File: src/rtl/host_stream_if.sv
// Device-side endpoint of the host streaming link. It deserializes one host pass into the
// ifmap/weight/bias SRAM write ports, then drains the ofmap SRAM back to the host.
module host_stream_if #(
  parameter int DATA_W       = 32,
  parameter int IFMAP_WORDS  = 16,
  parameter int WEIGHT_WORDS = 1024,
  parameter int BIAS_WORDS   = 64,
  parameter int OFMAP_WORDS  = 64,
  localparam int IF_AW = $clog2(IFMAP_WORDS),
  localparam int W_AW  = $clog2(WEIGHT_WORDS),
  localparam int B_AW  = $clog2(BIAS_WORDS),
  localparam int O_AW  = $clog2(OFMAP_WORDS)
) (
  input  logic              clk,
  input  logic              rst,
  input  logic              ready,
  input  logic [DATA_W-1:0] data_in,
  input  logic              compute_done,
  output logic              ifmap_we,
  output logic [IF_AW-1:0]  ifmap_addr,
  output logic              weight_we,
  output logic [W_AW-1:0]   weight_addr,
  output logic              bias_we,
  output logic [B_AW-1:0]   bias_addr,
  output logic [DATA_W-1:0] wdata,
  output logic              load_done,
  output logic              ofmap_re,
  output logic [O_AW-1:0]   ofmap_raddr,
  input  logic [DATA_W-1:0] ofmap_rdata,
  output logic              valid,
  output logic [DATA_W-1:0] ofmap,
  output logic              busy,
  output logic              done
);

  localparam logic [2:0] S_IDLE     = 3'd0;
  localparam logic [2:0] S_LD_IF    = 3'd1;
  localparam logic [2:0] S_LD_W     = 3'd2;
  localparam logic [2:0] S_LD_B     = 3'd3;
  localparam logic [2:0] S_WAIT_CMP = 3'd4;
  localparam logic [2:0] S_DRAIN    = 3'd5;
  localparam logic [2:0] S_FIN      = 3'd6;

  localparam logic [IF_AW-1:0] IF_LAST = IF_AW'(IFMAP_WORDS - 1);
  localparam logic [W_AW-1:0]  W_LAST  = W_AW'(WEIGHT_WORDS - 1);
  localparam logic [B_AW-1:0]  B_LAST  = B_AW'(BIAS_WORDS - 1);
  localparam logic [O_AW-1:0]  O_LAST  = O_AW'(OFMAP_WORDS - 1);

  logic [2:0]       state;
  logic [IF_AW-1:0] if_cnt;
  logic [W_AW-1:0]  w_cnt;
  logic [B_AW-1:0]  b_cnt;
  logic [O_AW-1:0]  rd_cnt;
  logic             re_d;

  // Reads are issued straight from the read counter so the SRAM sees them in the first DRAIN cycle.
  assign ofmap_re    = (state == S_DRAIN);
  assign ofmap_raddr = rd_cnt;
  assign busy        = (state != S_IDLE);

  always_ff @(posedge clk) begin
    if (rst) begin
      state       <= S_IDLE;
      if_cnt      <= '0;
      w_cnt       <= '0;
      b_cnt       <= '0;
      rd_cnt      <= '0;
      re_d        <= 1'b0;
      ifmap_we    <= 1'b0;
      ifmap_addr  <= '0;
      weight_we   <= 1'b0;
      weight_addr <= '0;
      bias_we     <= 1'b0;
      bias_addr   <= '0;
      wdata       <= '0;
      load_done   <= 1'b0;
      valid       <= 1'b0;
      ofmap       <= '0;
      done        <= 1'b0;
    end else begin
      ifmap_we  <= 1'b0;
      weight_we <= 1'b0;
      bias_we   <= 1'b0;
      load_done <= 1'b0;
      done      <= 1'b0;
      // SRAM data lags the read by one cycle, so the returned word is captured behind re_d.
      re_d      <= ofmap_re;
      valid     <= re_d;
      if (re_d) ofmap <= ofmap_rdata;

      case (state)
        S_IDLE: begin
          if (ready) state <= S_LD_IF;
        end
        S_LD_IF: begin
          ifmap_we   <= 1'b1;
          ifmap_addr <= if_cnt;
          wdata      <= data_in;
          if (if_cnt == IF_LAST) begin
            if_cnt <= '0;
            state  <= S_LD_W;
          end else begin
            if_cnt <= if_cnt + 1'b1;
          end
        end
        S_LD_W: begin
          weight_we   <= 1'b1;
          weight_addr <= w_cnt;
          wdata       <= data_in;
          if (w_cnt == W_LAST) begin
            w_cnt <= '0;
            state <= S_LD_B;
          end else begin
            w_cnt <= w_cnt + 1'b1;
          end
        end
        S_LD_B: begin
          bias_we   <= 1'b1;
          bias_addr <= b_cnt;
          wdata     <= data_in;
          if (b_cnt == B_LAST) begin
            b_cnt     <= '0;
            load_done <= 1'b1;
            state     <= S_WAIT_CMP;
          end else begin
            b_cnt <= b_cnt + 1'b1;
          end
        end
        S_WAIT_CMP: begin
          if (compute_done) state <= S_DRAIN;
        end
        S_DRAIN: begin
          if (rd_cnt == O_LAST) begin
            rd_cnt <= '0;
            state  <= S_FIN;
          end else begin
            rd_cnt <= rd_cnt + 1'b1;
          end
        end
        S_FIN: begin
          // Hold FIN until the last word has gone out, then show done for one cycle.
          if (done) begin
            state <= S_IDLE;
          end else if (valid && !re_d) begin
            done <= 1'b1;
          end
        end
        default: state <= S_IDLE;
      endcase
    end
  end

endmodule

File: config.mk
export PLATFORM = sky130hd
export DESIGN_NAME = host_stream_if
export DESIGN_NICKNAME = d
export VERILOG_FILES = /design/src/rtl/host_stream_if.sv
export SDC_FILE = /design/constraint.sdc
export NUM_CORES = 1
export LEC_CHECK = 0
export ABC_AREA = 1
export CORE_ASPECT_RATIO = 0.7
export CORE_UTILIZATION = 40
export DETAILED_ROUTE_END_ITERATION = 8
export HOLD_SLACK_MARGIN = 0.03
export PLACE_DENSITY = 0.81
export SLEW_MARGIN = 20
export SYNTH_ARGS = -nofsm -noshare
export SYNTH_HDL_FRONTEND = slang
export SYNTH_SLANG_ARGS = --single-unit
File: constraint.sdc
create_clock -name clk -period 1.2 [get_ports clk]
set_input_delay 0.24 -clock clk [delete_from_list [all_inputs] [get_ports clk]]
set_output_delay 0.24 -clock clk [all_outputs]
set_load 0.005 [all_outputs]
==> run_results.csv, run 1 <==
group,metric,value,unit
run_status,status,"finished with violations",
run_status,failed_checks,"negative setup slack",
die,die_h,90.50,um
worst_setup_path,cp_data_arrival_time,1.81,ns
synth,synthMuxAreaShare,0,
synth,yosys_warnings,0,
timing,fmax,0.6631,GHz
power,max-vdd-ir-drop,1.424,mV
final_layout,final_nets,904,
synth,synth_compound_gate_area_share,0.09142,
final_layout,diodes,0,
timing,setup_violations,77,
placement,placement.io_buffers,165,
timing,period_needed,1.508,ns
synth,avgSynthCellArea,7.703,um^2
final_layout,seq_area,2522,um^2
routing,routed_via_density,5.340,
worst_setup_path,critical_path.startpoint_type,"register",
synth,synth_top_family_by_area,"simple AND/OR/NAND/NOR gates",
synth,netlist.area_leader.share,0.5368,
timing,tns,-11.96,ns
timing,slew_headroom,0.6881,
die,core,10630,um^2
routing,met1_length,6914,um
synth,synth_edf_count,0,
routing,drt-initial-drc-count,438,
synth,synth_nets,653,
synth,synthCells,581,
cts,htreeDepth,4,
power,p_per_area,1956,nW/um^2
synth,synth_top_area_cell,"dfxtp_1",
final_layout,drive_gt1_frac,0.5148,
final_layout,n_fill_cell,611,
die,fp.dieW,128.4,um
routing,drtPass1Iterations,5,
cts,clock_sinks,120,
die,rows,31,
final_layout,area_delta_synth_final,86.25,%
cts,cts_root_buffer,"clkbuf_16",
cts,clk_pin_slew,0.06,ns
timing,tightest_slew,0.4636,ns
die,ios,166,
timing,period_share,1.257,
worst_setup_path,crit_fanout,10,
global_route,antenna_found_initial,0,
final_layout,multi_input_area,2542,um^2
worst_hold_path,min_path_type,"input port to register",
synth,synth-seq-cells,120,
synth,synth-simple-area-share,0.2913,
cts,numCtsBuffers,17,
worst_setup_path,cp.required,1.50,ns
final_layout,finish.utilization,0.7843,
placement,dp_hpwl,9110,um
timing,final_max_slew_viol_count,0,
synth,post-synth-top-count-cell,"nand2_1",
routing,highest_layer,"met4",
routing,dr_wl_met2,9059,um
power,leakagePower,3.575,nW
cts,cts_tree,"yes",
global_route,grt_usage,0.2689,
synth,synth_fa_ha_area_frac,0.01118,
worst_setup_path,path_class,"register to register",
job,drv_cap,0,
synth,syn-cell-area,4476,um^2
routing,drt-total-wl,18010,um
routing,antenna_left,0,
global_route,grt_pass1_wl,24510,um
cts,clock_latency,0.41,ns
synth,ys_types,32,
placement,routabilityCongestion,0.7987,
routing,route.detailed.drc,0,
synth,ys_async_sr_fraction,0,
timing,rsz0062_at_grt,"true",
timing,hold_viol,0,
die,dieArea,11620,um^2
worst_setup_path,end_kind,"register",
synth,synth_flop_cell,"dfxtp_1",
routing,wl_met3,1279,um
timing,setup_slack,-0.3080,ns
routing,wl_per_cell,18.13,um
synth,synth-xor-area-share,0.01566,
global_route,grt_max_degree,40,
global_route,grt_remaining_overflow,0,
final_layout,layout.cells.non_filler,993,
routing,num_vias,5303,
synth,synth.area.top_cells,"dfxtp_1 54%, nand2_1 10%, nor2_1 9.8%, nand3_1 5.3%, o21ai_0 5.1%",
cts,clk_path_buf_depth,2,
timing,fin_skew,0.01215,ns
power,total_power,16.31,mW
synth,synthTopCellsByCount,"125 x nand2_1, 120 x dfxtp_1, 117 x nor2_1",
placement,place_inst,929,
die,start_util,0.4211,
synth,yosysSeqAreaShare,0.5368,
global_route,grt_pass1_vias,5036,
-- power by group --
| part | total, mW | switching, mW | internal (mW) | leakage (nW) |
|---|---|---|---|---|
| sequential | 5.18 | 0.444 | 4.74 | 1.01 |
| combinational | 6.02 | 3.05 | 2.97 | 2.28 |
| clock | 5.10 | 1.91 | 3.19 | 0.279 |
| total | 16.3 | 5.41 | 10.9 | 3.58 |
-- logic make-up after synthesis --
logic type / Yosys count
AND/OR/NAND/NOR: 312
flip-flops: 120
AO/OA/AOI/OAI: 80
buffers and inverters: 57
XOR/XNOR: 8
adder cells (fa/ha/maj): 4
-- worst max-delay path: stages, from the launching register on --
cell and delay [ns]:
dfxtp_4 0.40, buf_4 0.13, nand3_2 0.14, buf_8 0.20
nor3_4 0.17, a21oi_1 0.14, nor3_1 0.23
-- through the flow --
stage / hold WS [ns] / setup slack, ns / cell area [um^2]
after floorplan: 0.3431 / -0.02472 / 4533
after detailed placement: 0.4570 / -0.3211 / 6770
after global routing: 0.3666 / -0.3823 / 8335
after global placement: 0.4528 / -0.2361 / 6770
final: 0.3569 / -0.3080 / 8335
after CTS: 0.3487 / -0.2120 / 7961
-- layout by cell type (no fill, tap or decap), types with 14 or more instances in the layout --
master           netlist  layout
nor2_1               117      57
clkdlybuf4s50_1        0      67
buf_6                  1      14
inv_1                 26      17
nand2_1              125      98
nor2_2                 0      23
clkbuf_2               0      28
nand3_1               47      39
nor2_4                 1      38
dfxtp_2                0      78
a21oi_1               28      19
buf_4                  3      69
clkdlybuf4s15_2        0      22
o21ai_0               46      29
nand2_2                2      23
clkdlybuf4s15_1        0      19
clkbuf_16              0      19
buf_2                  6      27
dfxtp_1              120      36
-- cell type report --
class                   count  share of cell area
inverters                  28             0.01396
clock inverters             9             0.01051
well taps                 148             0.02222
multi-input cells         404              0.3050
flip-flops and latches    120              0.3026
clock buffers              23             0.06109
repair buffers            261              0.2846
-- per-layer routing --
metal | up-vias | track usage
met5 | - | 0
met2 | 280 | 0.4770
met1 | 2551 | 0.3016
li1 | 2395 | -
met4 | 0 | 0.1137
met3 | 77 | 0.07227
-- worst paths after layout --
kind / startpoint / to / slack, ns / cells after the start
setup / recovery: state[1] / b_cnt[4] / -0.31 / 6
hold / removal: ofmap_rdata[11] / ofmap[11] / 0.36 / 3
setup reg to reg: state[1] / b_cnt[4] / -0.31 / 6
hold reg to reg: weight_addr[9] / weight_addr[9] / 0.46 / 2
-- flip-flops by register name, indices dropped and copies added (netlist names) --
name and flops:
weight_addr 10, w_cnt 10, ofmap 32, ifmap_we 1
bias_we 1, done 1, load_done 1, b_cnt 6
re_d 1, weight_we 1, valid 1, bias_addr 6
wdata 32, state 3, if_cnt 4, ofmap_raddr 6
ifmap_addr 4
-- what timing repair did --
action / 4_1_cts / 5_1_grt
endpoints found under the setup margin: 169 / 155
endpoints found under the hold margin: 0 / 0
setup buffers: 11 / 16
gates cloned: 3 / 2
gates resized for setup: 417 / 192
pin swaps: 26 / 28
hold buffers: 0 / 0
No activity file was read; power rests on OpenSTA's default activity.
==> inputs of run 2 (changes only) <==
--- a/config.mk
+++ b/config.mk
@@ -6,6 +6,7 @@
 export NUM_CORES = 1
 export LEC_CHECK = 0
 export ABC_AREA = 1
+export CAP_MARGIN = 5
 export CORE_ASPECT_RATIO = 0.7
 export CORE_UTILIZATION = 40
 export DETAILED_ROUTE_END_ITERATION = 8
==> results of run 2 <==
Same layout as run 1: the final DEF is identical, and so are final timing and power.
==> inputs of run 3 (changes only) <==
--- a/config.mk
+++ b/config.mk
@@ -8,10 +8,10 @@
 export ABC_AREA = 1
 export CAP_MARGIN = 5
 export CORE_ASPECT_RATIO = 0.7
-export CORE_UTILIZATION = 40
+export CORE_UTILIZATION = 44
 export DETAILED_ROUTE_END_ITERATION = 8
 export HOLD_SLACK_MARGIN = 0.03
-export PLACE_DENSITY = 0.81
+export PLACE_DENSITY = 0.85
 export SLEW_MARGIN = 20
 export SYNTH_ARGS = -nofsm -noshare
 export SYNTH_HDL_FRONTEND = slang
==> constraint.sdc (replaced) <==
create_clock -name clk -period 1.4 [get_ports clk]
set_input_delay 0.28 -clock clk [delete_from_list [all_inputs] [get_ports clk]]
set_output_delay 0.28 -clock clk [all_outputs]
set_load 0.005 [all_outputs]
==> run_results.csv, run 3 (same netlist as run 1, synthesis figures left out) <==
group,metric,value,unit
run_status,failed_checks,"negative setup slack",
worst_setup_path,end_kind,"output port",
worst_hold_path,min_from,"ofmap_rdata[18]",
placement,place_inst,883,
placement,dpl_worst_slack,-0.1005,ns
routing,dr_wl_met2,7084,um
cts,clk_pin_slew,0.05,ns
final_layout,multi_input_area,2051,um^2
final_layout,seq_area,2437,um^2
worst_setup_path,worst-path-stages,5,
worst_setup_path,cp.required,1.12,ns
worst_setup_path,ff2ff_setup_slack,-0.02,ns
job,drv_cap,0,
worst_setup_path,reg2reg_from,"state[0]",
final_layout,final_common_cell,"nand2_1",
die,fp.dieW,122.5,um
final_layout,final_nets,854,
power,p_per_area,1639,nW/um^2
final_layout,diodes,0,
cts,clock_latency,0.41,ns
die,rows,30,
worst_setup_path,critical_path.startpoint_type,"register",
timing,period_share,1.017,
global_route,grt_remaining_overflow,0,
timing,fmax,0.7024,GHz
final_layout,drive_gt1_frac,0.1824,
timing,tightest_slew,0.3372,ns
cts,clock_sinks,120,
timing,final_max_slew_viol_count,0,
run_status,status,"finished with violations",
worst_setup_path,path_common_cell,"inv_2",
cts,htreeDepth,4,
power,max-vdd-ir-drop,1.211,mV
die,die_h,86.38,um
worst_setup_path,crit_buf_inv,3,
worst_setup_path,crit_fanout,3,
cts,numCtsBuffers,17,
routing,highest_layer,"met4",
routing,drt-total-wl,14460,um
timing,rsz0062_at_grt,"true",
worst_setup_path,cp_data_arrival_time,1.14,ns
global_route,grt_pass1_wl,22000,um
timing,slew_headroom,0.7752,
worst_setup_path,critPathSlowestCell,"dfxtp_4",
global_route,antenna_found_initial,0,
routing,num_vias,4768,
power,leakagePower,3.398,nW
worst_setup_path,path_delay_family,"flip-flops",
worst_setup_path,r2r_end,"w_cnt[8]",
final_layout,finish.utilization,0.7438,
placement,dp_hpwl,9036,um
global_route,grt_usage,0.2687,
routing,drtPass1Iterations,5,
global_route,grt_max_degree,37,
routing,route.detailed.drc,0,
routing,drt-initial-drc-count,304,
cts,cts_tree,"yes",
timing,hold_viol,0,
worst_hold_path,hold_depth,3,
routing,wl_met3,1245,um
die,core,9797,um^2
die,ios,166,
worst_hold_path,min_path_type,"input port to register",
die,start_util,0.4568,
cts,clk_path_buf_depth,2,
worst_setup_path,reg2reg_depth,8,
final_layout,layout.cells.non_filler,923,
worst_hold_path,whs_endpoint,"ofmap[18]",
final_layout,final_cell_mix,"119 x nand2_1, 102 x nor2_1, 102 x dfxtp_1",
placement,routabilityCongestion,0.8513,
cts,cts_root_buffer,"clkbuf_16",
die,dieArea,10590,um^2
power,total_power,11.94,mW
worst_setup_path,cp_cell_sequence,"inv_2 > nor2_4 > nand2_2 > inv_2 > buf_6",
final_layout,reg_top3,"ofmap (32), wdata (32)",
timing,setup_slack,-0.02362,ns
timing,period_needed,1.424,ns
timing,setup_violations,5,
timing,fin_skew,0.004968,ns
worst_setup_path,cpPeakStageDelay,0.37,ns
cts,postCtsHoldBufs,0,
routing,routed_via_density,5.166,
worst_setup_path,path_class,"register to output port",
routing,antenna_left,0,
final_layout,area_delta_synth_final,62.82,%
global_route,grt_pass1_vias,4620,
routing,met1_length,5830,um
placement,placement.io_buffers,165,
final_layout,n_fill_cell,669,
routing,wl_per_cell,15.67,um
run 3: cell count changes in the layout (fill, tap and decap cells not counted), sizes merged, moves of 2 or more:
cell | before | now
clkbuf | 52 | 26
clkinv | 3 | 5
clkdlybuf4s15 | 41 | 1
dlygate4sd2 | 0 | 94
clkinvlp | 6 | 2
buf | 124 | 48
run 3: repair_timing:
item / CTS / global route
setup buffers: 0 / 8
setup endpoints to repair: 142 / 49
pin swaps: 6 / 9
resized for setup: 154 / 42
run 3: final cells by class:
| type | count | share of cell area |
|---|---|---|
| flip-flops and latches | 120 | 0.3345 |
| clock buffers | 25 | 0.07212 |
| multi-input cells | 404 | 0.2814 |
| inverters | 28 | 0.01528 |
| well taps | 128 | 0.02198 |
| repair buffers | 211 | 0.2627 |
| clock inverters | 7 | 0.01202 |
run 3: layer usage:
layer | GRT usage | vias to the layer above
li1 | - | 2278
met1 | 0.3112 | 2220
met4 | 0.09534 | 0
met3 | 0.09934 | 28
met2 | 0.4561 | 242
met5 | 0 | -
run 3: worst max-delay path by stage:
| stage | start | end |
|---|---|---|
| 6_report | state[0] | ofmap_re |
| 5_1_grt | state[0] | bias_addr[4] |
| 4_1_cts | state[0] | ofmap_re |
| 3_5_place_dp | state[1] | w_cnt[7] |
| 3_3_place_gp | rst | ofmap[23] |
| 2_1_floorplan | ofmap_raddr[0] | state[0] |
run 3: power breakdown:
part           total (mW)  internal [mW]  switching, mW
combinational        3.18           1.47           1.72
clock                4.44           2.94           1.50
sequential           4.32           3.99          0.328
total                11.9           8.40           3.55
run 3: metrics by stage:
stage / hold WS (ns) / setup TNS, ns / instance area (um^2)
finish: 0.4069 / -0.07581 / 7287
global placement: 0.4521 / -1.548 / 6465
detailed placement: 0.4612 / -3.577 / 6465
floorplan: 0.3831 / 0 / 4476
CTS: 0.3997 / -0.01922 / 7084
global route: 0.3971 / -0.7073 / 7287
run 3: worst reg2reg max path: stages (launching register included):
cell,delay [ns]
dfxtp_4,0.36
buf_4,0.15
nor2_4,0.11
nand2_2,0.09
buf_8,0.15
nor3_4,0.16
nand2_2,0.11
o21ai_2,0.13
a21oi_1,0.05
